### src/rtl/uart_pkg.sv
// uart_pkg: shared types and constants for the UART transmitter.
//   uart_tx_state_t : transmitter frame state
//   UART_DATA_BITS  : payload bits per frame
package uart_pkg;

  typedef enum logic [1:0] {
    IDLE  = 2'd0,
    START = 2'd1,
    DATA  = 2'd2,
    STOP  = 2'd3
  } uart_tx_state_t;

  localparam int UART_DATA_BITS = 8;

endpackage

### src/rtl/uart_baud_counter.sv
// uart_baud_counter: divides clk_i into UART bit periods.
//   clk_i      : system clock
//   rst_i      : asynchronous active-high reset
//   clear_i    : restart the bit period (counter to 0)
//   enable_i   : count while high
//   bit_tick_o : high on the last cycle of each bit period
module uart_baud_counter #(
  parameter int CLKS_PER_BIT = 868
) (
  input  logic clk_i,
  input  logic rst_i,
  input  logic clear_i,
  input  logic enable_i,
  output logic bit_tick_o
);

  localparam int CNT_W = (CLKS_PER_BIT > 1) ? $clog2(CLKS_PER_BIT) : 1;
  localparam logic [CNT_W-1:0] CNT_LAST = CNT_W'(CLKS_PER_BIT - 1);

  if (CLKS_PER_BIT < 2) begin : g_bad_cpb
    $error("uart_baud_counter: CLKS_PER_BIT must be >= 2");
  end

  logic [CNT_W-1:0] r_cnt;

  assign bit_tick_o = enable_i && (r_cnt == CNT_LAST);

  always_ff @(posedge clk_i or posedge rst_i) begin
    if (rst_i) begin
      r_cnt <= '0;
    end else if (clear_i) begin
      r_cnt <= '0;
    end else if (enable_i) begin
      r_cnt <= (r_cnt == CNT_LAST) ? '0 : r_cnt + 1'b1;
    end
  end

endmodule

### src/rtl/uart_tx_wb.sv
// uart_tx_wb: 8N1/8N2 UART transmitter behind a Wishbone pipelined device port.
//   clk_i   : system clock
//   rst_i   : asynchronous active-high reset
//   cyc_i   : Wishbone cycle valid
//   stb_i   : Wishbone strobe
//   dat_i   : byte to transmit
//   stall_o : holding register full while a request is presented
//   ack_o   : one-cycle ack, the cycle after each accept
//   tx_o    : serial line, idle high
//   busy_o  : a byte is held or a frame is in progress
// A one-entry holding register accepts the next byte while the current frame
// shifts, so consecutive frames run without an idle gap.
module uart_tx_wb
  import uart_pkg::*;
#(
  parameter int CLKS_PER_BIT = 868,
  parameter int STOP_BITS    = 1
) (
  input  logic       clk_i,
  input  logic       rst_i,
  input  logic       cyc_i,
  input  logic       stb_i,
  input  logic [7:0] dat_i,
  output logic       stall_o,
  output logic       ack_o,
  output logic       tx_o,
  output logic       busy_o
);

  if (CLKS_PER_BIT < 2) begin : g_bad_cpb
    $error("uart_tx_wb: CLKS_PER_BIT must be >= 2");
  end
  if ((STOP_BITS != 1) && (STOP_BITS != 2)) begin : g_bad_stop
    $error("uart_tx_wb: STOP_BITS must be 1 or 2");
  end

  localparam logic [2:0] BIT_LAST  = 3'(UART_DATA_BITS - 1);
  localparam logic       STOP_LAST = 1'(STOP_BITS - 1);

  uart_tx_state_t r_state, w_state_next;
  logic [7:0] r_shift, w_shift_next;
  logic [2:0] r_bit_cnt, w_bit_cnt_next;
  logic       r_stop_cnt, w_stop_cnt_next;
  logic [7:0] r_hold;
  logic       r_hold_valid;
  logic       r_ack;
  logic       r_tx, w_tx_next;
  logic       w_accept;
  logic       w_load;
  logic       w_baud_clear;
  logic       w_baud_en;
  logic       w_bit_tick;

  // Stall comes from the registered hold flag, so an accept can never
  // coincide with the FSM emptying the holding register.
  assign stall_o  = cyc_i & stb_i & r_hold_valid;
  assign w_accept = cyc_i & stb_i & ~r_hold_valid;
  assign ack_o    = r_ack;
  assign tx_o     = r_tx;
  assign busy_o   = r_hold_valid | (r_state != IDLE);

  assign w_baud_en = (r_state != IDLE);

  uart_baud_counter #(
    .CLKS_PER_BIT(CLKS_PER_BIT)
  ) u_baud (
    .clk_i     (clk_i),
    .rst_i     (rst_i),
    .clear_i   (w_baud_clear),
    .enable_i  (w_baud_en),
    .bit_tick_o(w_bit_tick)
  );

  always_ff @(posedge clk_i or posedge rst_i) begin
    if (rst_i) begin
      r_hold       <= '0;
      r_hold_valid <= 1'b0;
      r_ack        <= 1'b0;
    end else begin
      r_ack <= w_accept;
      if (w_accept) begin
        r_hold       <= dat_i;
        r_hold_valid <= 1'b1;
      end else if (w_load) begin
        r_hold_valid <= 1'b0;
      end
    end
  end

  always_ff @(posedge clk_i or posedge rst_i) begin
    if (rst_i) begin
      r_state    <= IDLE;
      r_shift    <= '0;
      r_bit_cnt  <= '0;
      r_stop_cnt <= 1'b0;
      r_tx       <= 1'b1;
    end else begin
      r_state    <= w_state_next;
      r_shift    <= w_shift_next;
      r_bit_cnt  <= w_bit_cnt_next;
      r_stop_cnt <= w_stop_cnt_next;
      r_tx       <= w_tx_next;
    end
  end

  // tx is registered from the next-state view, so the line changes on the
  // same edge the FSM enters the corresponding bit.
  always_comb begin
    w_state_next    = r_state;
    w_shift_next    = r_shift;
    w_bit_cnt_next  = r_bit_cnt;
    w_stop_cnt_next = r_stop_cnt;
    w_tx_next       = r_tx;
    w_load          = 1'b0;
    w_baud_clear    = 1'b0;

    case (r_state)
      IDLE: begin
        w_tx_next = 1'b1;
        if (r_hold_valid) begin
          w_load          = 1'b1;
          w_baud_clear    = 1'b1;
          w_shift_next    = r_hold;
          w_bit_cnt_next  = '0;
          w_stop_cnt_next = 1'b0;
          w_state_next    = START;
          w_tx_next       = 1'b0;
        end
      end

      START: begin
        if (w_bit_tick) begin
          w_state_next = DATA;
          w_tx_next    = r_shift[0];
        end
      end

      DATA: begin
        if (w_bit_tick) begin
          if (r_bit_cnt == BIT_LAST) begin
            w_state_next    = STOP;
            w_stop_cnt_next = 1'b0;
            w_tx_next       = 1'b1;
          end else begin
            w_shift_next   = {1'b0, r_shift[7:1]};
            w_bit_cnt_next = r_bit_cnt + 3'd1;
            w_tx_next      = r_shift[1];
          end
        end
      end

      STOP: begin
        if (w_bit_tick) begin
          if (r_stop_cnt == STOP_LAST) begin
            if (r_hold_valid) begin
              // Chain straight into the next start bit.
              w_load          = 1'b1;
              w_baud_clear    = 1'b1;
              w_shift_next    = r_hold;
              w_bit_cnt_next  = '0;
              w_stop_cnt_next = 1'b0;
              w_state_next    = START;
              w_tx_next       = 1'b0;
            end else begin
              w_state_next = IDLE;
              w_tx_next    = 1'b1;
            end
          end else begin
            w_stop_cnt_next = 1'b1;
          end
        end
      end

      default: begin
        w_state_next = IDLE;
        w_tx_next    = 1'b1;
      end
    endcase
  end

endmodule
### config.mk
export PLATFORM = sky130hd
export DESIGN_NAME = uart_tx_wb
export DESIGN_NICKNAME = d
export VERILOG_FILES = /design/src/rtl/uart_pkg.sv /design/src/rtl/uart_baud_counter.sv /design/src/rtl/uart_tx_wb.sv
export SDC_FILE = /design/constraint.sdc
export NUM_CORES = 1
export LEC_CHECK = 0
export CAP_MARGIN = 30
export CORE_MARGIN = 3
export CORE_UTILIZATION = 57
export CTS_CLUSTER_SIZE = 12
export DETAILED_ROUTE_END_ITERATION = 10
export PLACE_DENSITY_LB_ADDON = 0.3
export SLEW_MARGIN = 10
export SYNTH_ARGS = -nofsm -noshare
export SYNTH_HDL_FRONTEND = slang
export SYNTH_SLANG_ARGS = --single-unit
### constraint.sdc
create_clock -name clk_i -period 2.1 [get_ports clk_i]
set_input_delay 0.21 -clock clk_i [delete_from_list [all_inputs] [get_ports clk_i]]
set_output_delay 0.21 -clock clk_i [all_outputs]
set_load 0.05 [all_outputs]
==> impl_metrics.ini, run 1 <==
[sta]
final_max_slew_viol_count = 0
tns_ns = 0
slew_headroom = 0.660
period_needed_ns = 1.96
min_period_over_period = 0.933
rsz0062_at_grt = false
finClkSkew_ns = 0.00711
setup_viol_count_final = 0
hold_violations = 0
worst_pin_slew_ns = 0.508
fin_hold_ws_ns = 0.254
setup_slack_ns = 0.142
max_clock_freq_ghz = 0.511

[synth]
yosys_warnings = 0
synth_area_sq_um = 1810
synth_cell_types = 42
ys_seq_elements = 34
syn_nets = 199
syn_inst = 178
ys.flop_type = dfrtp_1
yosysSeqAreaShare = 0.471
syn_area_per_cell_sq_um = 10.2
async_flop_share = 1.00
synth_edf_count = 0

[drt]
routed_via_density = 5.73
wl_um = 3630
dr.pass1.iters = 4
drc_errors = 0
wl_per_cell_um = 14.7
detail-route-antenna-nets = 0
drt-initial-drc-count = 132
num_vias = 1416

[finish]
layout-drive-gt1-share = 0.161
stdcell_area_sq_um = 2100
layout_common_cells = 33 x dfrtp_1, 31 x nand2_1, 16 x o21ai_0
n_antenna_cell = 0
fillers = 207
syn2layout_area_growth_pct = 16.2
layout_commonest_cell = dfrtp_1
final_nets = 225
fin_util = 0.730

[pwr]
p_leak_nw = 0.935
p_per_area_nw_per_um2 = 622
peakVddDrop_mv = 0.462

[setup_path]
critPathCaptureType = register
worst-path-max-fanout = 8
critPathKind = reg -> reg
cp_data_required_time_ns = 2.33
max_stage_delay_ns = 0.55
cp_num_buf_inv = 1
cp_cell_sequence = inv_1, ha_1, or4b_4, o21ai_4, nand2_4, mux2_4
start_kind = register
slowest_stage = or4b_4
cp.arrival_ns = 2.19
crit_family = simple AND/OR/NAND/NOR gates

[global_route]
grt_usage = 0.200
grt_overflow = 0
antenna_found_initial = 0
grt_pass1_vias = 1447
grt_max_degree = 35
grt_pass1_wl_um = 6160

[min_path]
hold_path_class = in -> async

[clocking]
cts_buffers = 5
cts_tree = built
htreeDepth = 2
hold_buffers = 0
cts_root_buf = clkbuf_4
clkSinkCount = 34
worst_skew_pair.late_latency_ns = 0.34
path_clk_slew_ns = 0.10
cts_buffer_depth = 2

[die]
core_area_sq_um = 2880
io_pins = 16
start_util = 0.629
chipWidth_um = 62.3
dieHeight_um = 62.3
row_count = 19
die-area_sq_um = 3880

[place]
place_area_sq_um = 2030
place_ws_ns = 0.125
gp_congestion = 0.926
port_buffers = 15
hpwl_um = 2590

[status]
status = completed

[job]
cap_viol_max_count = 0
-- final timing paths --
check | from | endpoint | slack, ns | cells past startpoint
min in group clk_i | dat_i[6] | r_hold[6] | 0.39 | 3
min reg2reg | u_baud.r_cnt[6] | u_baud.r_cnt[6] | 0.48 | 1
min | rst_i | r_bit_cnt[1] | 0.25 | 3
max reg2reg | r_state[0] | r_bit_cnt[0] | 0.14 | 6
max in group asynchronous | rst_i | tx_o | 1.52 | 3
max | r_state[0] | r_bit_cnt[0] | 0.14 | 6
-- per-stage QoR --
step,total power [mW],instances
after detailed placement,0.941,238
after floorplan,0.874,178
after global routing,1.39,247
after global placement,0.930,238
final,1.31,247
after CTS,1.32,246
-- worst register-to-register path, cell delays in order, from the launching register on --
cell and delay [ns]:
dfrtp_1 0.41, inv_1 0.12, ha_1 0.22, or4b_4 0.55, o21ai_4 0.14, nand2_4 0.10, mux2_4 0.31
-- metal layers --
layer	vias up	track usage	wire length, um
met5	-	0	0
met2	44	0.344	1920
met3	6	0.0649	160
met4	0	0.0771	55
met1	677	0.232	1490
li1	689	-	-
-- state kept, by name, indices dropped and copies added, names as in the netlist --
signal,flops
r_hold_valid,1
r_state,2
tx_o,1
ack_o,1
u_baud.r_cnt,10
r_hold,8
r_shift,8
r_bit_cnt,3
-- cell families after synthesis --
logic type                 synth area share
and+or+nand+nor                       0.211
buffers and inverters                0.0304
DFF                                   0.471
muxes                                0.0477
adders and majority gates            0.0623
AOI/OAI and AO/OA                     0.167
xor gates and xnor gates            0.00969
-- where the power goes --
part	switching, mW	total (mW)	leakage, nW	internal, mW
clock network	0.218	0.380	0.0353	0.162
logic	0.0816	0.154	0.464	0.0721
registers	0.0463	0.773	0.436	0.726
-- Yosys cell counts, drive strengths merged (2+ instances only) --
master,count,area share
inv,5,0.010
nand2,32,0.071
o21ai,17,0.053
buf,4,0.018
a22o,2,0.0097
nor2,8,0.021
dfrtp,33,0.46
nand3,10,0.035
o31ai,3,0.012
mux2,2,0.015
and3,4,0.014
and2,2,0.0083
nand4,2,0.0069
ha,9,0.062
a32o,2,0.011
mux2i,6,0.033
xor2,2,0.0097
a21oi,9,0.025
a31oi,7,0.024
nor2b,3,0.010
-- layout make-up --
class	instances	area (sq um)	share of cell area
Clock buffer	7	55.1	0.0262
Tap cell	42	52.6	0.0250
Inverter	6	22.5	0.0107
Timing Repair Buffer	23	209	0.0995
Sequential cell	34	852	0.406
Clock inverter	1	5.00	0.00238
Multi-Input combinational cell	134	905	0.431
-- repair_timing --
| item | in CTS | in global routing |
|---|---|---|
| resized for setup | 0 | 2 |
| endpoints found under the setup margin | 0 | 6 |
| setup buffers | 0 | 1 |
Power figures use the tool's default switching activity.
==> inputs of run 2 (changes only) <==
--- a/config.mk
+++ b/config.mk
@@ -8,10 +8,10 @@
 export CAP_MARGIN = 30
 export CORE_MARGIN = 3
 export CORE_UTILIZATION = 57
-export CTS_CLUSTER_SIZE = 12
 export DETAILED_ROUTE_END_ITERATION = 10
 export PLACE_DENSITY_LB_ADDON = 0.3
 export SLEW_MARGIN = 10
 export SYNTH_ARGS = -nofsm -noshare
 export SYNTH_HDL_FRONTEND = slang
+export SYNTH_HIERARCHICAL = 1
 export SYNTH_SLANG_ARGS = --single-unit
==> impl_metrics.ini, run 2 <==
[status]
status = complete, but fails checks
violations = setup timing

[synth]
yosys_warnings = 6
ys_seq_elements = 34
yosysSeqAreaShare = 0.465
ys_top_cells_by_count = 41 x nand2_1, 33 x dfrtp_1, 11 x ha_1, 11 x o21ai_1, 9 x inv_1
synth_area_sq_um = 1830
syn_inst = 182
yosysMostFrequentCell = nand2_1
synth_edf_count = 0
ys.flop_type = dfrtp_1
synth_cell_types = 47
synthTopCellsByArea = dfrtp_1 45%, nand2_1 8.4%, ha_1 7.5%
async_flop_share = 1.00
synth.largest_area_cell = dfrtp_1
syn_area_per_cell_sq_um = 10.1
synth_top_area_frac = 0.451
syn_nets = 205

[die]
core_area_sq_um = 2900
io_pins = 16
die-area_sq_um = 3930
start_util = 0.632
dieHeight_um = 62.7
row_count = 19
chipWidth_um = 62.7

[finish]
layout_common_cells = 41 x nand2_1, 33 x dfrtp_1, 33 x buf_4
layout-drive-gt1-share = 0.290
fin_util = 0.821
layout_commonest_cell = nand2_1
largest_reg_flops = 10
n_antenna_cell = 0
syn2layout_area_growth_pct = 29.8
largest-register = u_baud/r_cnt
final_cells = 273
final_nets = 255
reg.largest.list = u_baud/r_cnt x10, r_hold x8, r_shift x8

[clocking]
htreeDepth = 2
path_clk_slew_ns = 0.10
hold_buffers = 0
clkSinkCount = 34
cts_root_buf = clkbuf_4
worst_skew_pair.late_latency_ns = 0.34
cts_buffer_depth = 2
cts_buffers = 5
cts_tree = built

[pwr]
p_sw_mw = 1.50
switching_share = 0.439
power_mw = 3.43
peakVddDrop_mv = 0.945
p_comb_frac = 0.585
clockPowerShare = 0.105
pwr-share-seq = 0.310
p_leak_nw = 1.09
intPower_mw = 1.92
p_per_area_nw_per_um2 = 1440

[setup_path]
r2r-start = u_baud/r_cnt[1]
start_kind = register
worst-path-max-fanout = 6
cp.arrival_ns = 2.44
cp_data_required_time_ns = 2.37
critPathCaptureType = register
critPathKind = reg -> reg
crit_start = u_baud/r_cnt[1]

[place]
gp_congestion = 0.873
dpl.cell_count = 262
place_ws_ns = -0.112
hpwl_um = 3110
port_buffers = 15

[sta]
rsz0062_at_grt = true
slew_headroom = 0.614
setup_viol_count_final = 2
fin_hold_ws_ns = 0.177
finClkSkew_ns = 0.00892
hold_violations = 0
worst_pin_slew_ns = 0.570
max_clock_freq_ghz = 0.460
min_period_over_period = 1.04
final_max_slew_viol_count = 0
period_needed_ns = 2.17
setup_slack_ns = -0.0740

[job]
cap_viol_max_count = 0

[drt]
detail-route-antenna-nets = 0
dr.pass1.iters = 4
wl_um = 4440
wl_per_cell_um = 16.3
routed_via_density = 6.00
drc_errors = 0
num_vias = 1638
drt-initial-drc-count = 65

[global_route]
grt_pass1_vias = 1659
grt_pass1_wl_um = 7630
grt_overflow = 0
grt_max_degree = 25
grt_usage = 0.248
antenna_found_initial = 0

[min_path]
hold_path_class = in -> async
## run 2: changes by cell type after synthesis, moves of 3 or more
cell / delta
a22oi_1: +6
nand2_1: +10
o21ai_1: +11
or4_1: +3
o21ai_0: -13
or3_1: +3
nand3_1: -4
a31oi_1: -6
and3_1: -3
mux2i_1: -6
inv_1: +4
## run 2: worst paths after layout
kind | endpoint | slack (ns) | cells after the start
setup / recovery | u_baud/r_cnt[7] | -0.07 | 8
setup reg to reg | u_baud/r_cnt[7] | -0.07 | 8
min in group clk_i | r_hold[3] | 0.40 | 3
max in group asynchronous | tx_o | 1.59 | 3
hold reg to reg | r_hold[3] | 0.49 | 2
hold / removal | u_baud/r_cnt[0] | 0.18 | 2
## run 2: worst max-delay path, cell delays in order (launching register included)
cell       delay [ns]
dfrtp_1          0.41
ha_4             0.17
nand4bb_4        0.14
nor4_4           0.33
a21oi_2          0.12
nor2_4           0.18
o211ai_1         0.13
or4_1            0.51
a21oi_2          0.13
## run 2: what timing repair did
action / 4_1_cts / 5_1_grt
buffers inserted: 2 / 3
setup endpoints to repair: 6 / 7
pin swaps: 4 / 4
resized for setup: 2 / 5
## run 2: logic make-up (layout without fill, tap and decap cells)
| family | after synthesis | count (layout) | share of synthesized area |
|---|---|---|---|
| flip-flops | 34 | 34 | 0.465 |
| multiplexers | 1 | 1 | 0.00614 |
| AND/OR/NAND/NOR | 72 | 72 | 0.212 |
| AO/OA/AOI/OAI | 49 | 49 | 0.201 |
| XOR/XNOR | 2 | 2 | 0.00956 |
| buffers and inverters | 13 | 62 | 0.0314 |
| adder cells (fa/ha/maj) | 11 | 11 | 0.0751 |
## run 2: final cells by class
class	count	area, sq um
clock buffers	6	51.3
flip-flops and latches	34	852
well taps	42	52.6
inverters	10	42.5
multi-input cells	135	1000
fillers	182	520
repair buffers	46	378
## run 2: power groups by stage
stage / Clock, mW / Combinational [mW] / Sequential [mW]
final: 0.361 / 2.00 / 1.06
after floorplan: 0 / 1.16 / 1.13
after global placement: 0 / 1.75 / 1.05
after CTS: 0.364 / 1.88 / 1.05
after global routing: 0.406 / 2.18 / 1.09
after detailed placement: 0 / 1.84 / 1.07
## run 2: routing by layer
layer / vias to the layer above / global-route usage / wire (um)
met5: - / 0 / 0
met4: 0 / 0.113 / 163
li1: 752 / - / -
met3: 17 / 0.0791 / 248
met1: 802 / 0.297 / 1850
met2: 67 / 0.407 / 2190
## run 2: metrics by stage
step | instance area, sq um | setup TNS [ns]
floorplan | 1880 | -1.07
finish | 2380 | -0.105
global route | 2380 | -0.427
CTS | 2330 | -0.0194
detailed placement | 2250 | -0.213
global placement | 2250 | -0.0303
==> inputs of run 3 (changes only) <==
--- a/config.mk
+++ b/config.mk
@@ -5,9 +5,11 @@
 export SDC_FILE = /design/constraint.sdc
 export NUM_CORES = 1
 export LEC_CHECK = 0
+export ABC_AREA = 1
+export ABC_CLOCK_PERIOD_IN_PS = 2100
 export CAP_MARGIN = 30
 export CORE_MARGIN = 3
-export CORE_UTILIZATION = 57
+export CORE_UTILIZATION = 54
 export DETAILED_ROUTE_END_ITERATION = 10
 export PLACE_DENSITY_LB_ADDON = 0.3
 export SLEW_MARGIN = 10
==> impl_metrics.ini, run 3 <==
[sta]
hold_violations = 0
worst_pin_slew_ns = 0.487
min_period_over_period = 0.932
slew_headroom = 0.674
finClkSkew_ns = 0.0128
max_clock_freq_ghz = 0.511
setup_viol_count_final = 0
final_max_slew_viol_count = 0
period_needed_ns = 1.96
tns_ns = 0

[clocking]
cts_tree = built
clkSinkCount = 34
cts_buffers = 5
htreeDepth = 2
cts_buffer_depth = 2
worst_skew_pair.late_latency_ns = 0.33
cts_root_buf = clkbuf_4
path_clk_slew_ns = 0.11
hold_buffers = 0

[finish]
n_antenna_cell = 0
reg.largest.list = u_baud/r_cnt x10, r_hold x8, r_shift x8
final_nets = 298
largest-register = u_baud/r_cnt
syn2layout_area_growth_pct = 16.4
fin_util = 0.662
layout_commonest_cell = nand2_1
fillers = 268
layout-drive-gt1-share = 0.131
layout_common_cells = 85 x nand2_1, 35 x inv_1, 33 x dfrtp_1
final_cells = 321
stdcell_area_sq_um = 2240
largest_reg_flops = 10

[drt]
dr.pass1.iters = 4
drt-initial-drc-count = 92
detail-route-antenna-nets = 0
drc_errors = 0
wl_per_cell_um = 11.2
num_vias = 1551
routed_via_density = 4.83
wl_um = 3580

[synth]
synth_top_area_frac = 0.428
synth_edf_count = 0
synth_cell_types = 28
yosys_warnings = 6
syn_area_per_cell_sq_um = 7.68
syn_nets = 274
synthTopCellsByArea = dfrtp_1 43%, nand2_1 17%, ha_1 7.1%
synth.largest_area_cell = dfrtp_1
syn_inst = 251
yosysSeqAreaShare = 0.442
async_flop_share = 1.00
ys_seq_elements = 34
yosysMostFrequentCell = nand2_1
synth_area_sq_um = 1930
ys_top_cells_by_count = 85 x nand2_1, 36 x inv_1, 33 x dfrtp_1
ys.flop_type = dfrtp_1

[setup_path]
cp_data_required_time_ns = 2.32
rr_endpoint = u_baud/r_cnt[2]
crit_end = u_baud/r_cnt[2]
r2r_setup_slack_ns = 0.14
critPathKind = reg -> reg
worst-path-max-fanout = 6
crit_start = r_state[1]
cp.arrival_ns = 2.18
r2r-start = r_state[1]
reg2reg_depth = 12
start_kind = register
critPathCaptureType = register

[global_route]
antenna_found_initial = 0
grt_usage = 0.194
grt_pass1_vias = 1433
grt_pass1_wl_um = 6360
grt_max_degree = 25
grt_overflow = 0

[die]
dieHeight_um = 65.8
row_count = 21
io_pins = 16
die-area_sq_um = 4320
start_util = 0.569
core_area_sq_um = 3390
chipWidth_um = 65.8

[pwr]
peakVddDrop_mv = 0.916
p_leak_nw = 1.16
p_per_area_nw_per_um2 = 1380

[job]
cap_viol_max_count = 0

[status]
status = completed

[min_path]
hold_path_class = in -> async

[place]
dpl.cell_count = 313
port_buffers = 15
hpwl_um = 2570
gp_congestion = 0.911
place_area_sq_um = 2140
run 3: cell count changes in the layout (fill, tap and decap cells not counted), moves of 9 or more:
cell / before / now
nor2_1: 6 / 15
nand3_1: 5 / 18
nand2_1: 41 / 85
inv_1: 5 / 35
buf_4: 33 / 9
o21ai_1: 11 / 1
o21ai_0: 3 / 16
run 3: critical path, stage by stage, from the launching register on:
cell and delay, ns:
dfrtp_1 0.40, inv_2 0.09, ha_2 0.21, inv_1 0.10, nand4_2 0.12, inv_1 0.08
a21oi_2 0.18, nor2_2 0.09, nor2_4 0.19, inv_2 0.10, nand2_1 0.08, xor2_1 0.14
nor2_1 0.06
run 3: routing by layer:
layer  vias to the layer above  wire length (um)  GRT usage
met4                         0                34     0.0544
met5                         -                 0          0
met2                        28              1700      0.300
met3                         4               127     0.0615
met1                       700              1730      0.261
li1                        819                 -          -
run 3: per-stage QoR:
step	power (mW)	hold WS (ns)	setup WS [ns]
finish	3.09	0.175	0.143
global route	3.39	0.201	-0.0275
CTS	3.05	0.175	0.0301
detailed placement	2.54	0.468	0.0551
global placement	2.52	0.458	0.151
floorplan	2.21	0.0502	0.103
run 3: timing repair:
action                     in CTS  in global routing
setup endpoints to repair       0                  7
buffers inserted                0                  1
gates resized for setup         0                  6
run 3: cell type report:
| cell class | count | area (sq um) | area share |
|---|---|---|---|
| timing repair buffer | 22 | 198 | 0.0881 |
| tap | 46 | 57.6 | 0.0257 |
| clock inverter | 1 | 30.0 | 0.0134 |
| sequential | 34 | 852 | 0.380 |
| inverter | 39 | 146 | 0.0653 |
| multi-input combinational | 173 | 908 | 0.405 |
| clock buffer | 6 | 51.3 | 0.0229 |
run 3: how the worst min path moves through the flow:
stage | slack (ns) | endpoint | cells past startpoint
floorplan | 0.05 | u_baud/r_cnt[0] | 1
finish | 0.18 | u_baud/r_cnt[6] | 2
CTS | 0.17 | u_baud/r_cnt[6] | 2
detailed placement | 0.47 | r_shift[7] | 2
global route | 0.20 | u_baud/r_cnt[5] | 2
global placement | 0.46 | r_shift[7] | 2
run 3: logic make-up (layout without fill, tap and decap cells):
| group | Yosys count | after routing | synth area share |
|---|---|---|---|
| simple gates | 137 | 137 | 0.314 |
| compound gates | 21 | 21 | 0.0571 |
| buf+inv | 44 | 68 | 0.0967 |
| xor+xnor | 3 | 3 | 0.0136 |
| flops | 34 | 34 | 0.442 |
| fa+ha+maj | 11 | 11 | 0.0714 |
| mux | 1 | 1 | 0.00519 |
run 3: power breakdown:
group / total (mW) / switching [mW] / internal (mW)
Combinational: 1.56 / 1.01 / 0.553
Clock: 0.493 / 0.216 / 0.277
Sequential: 1.04 / 0.137 / 0.904
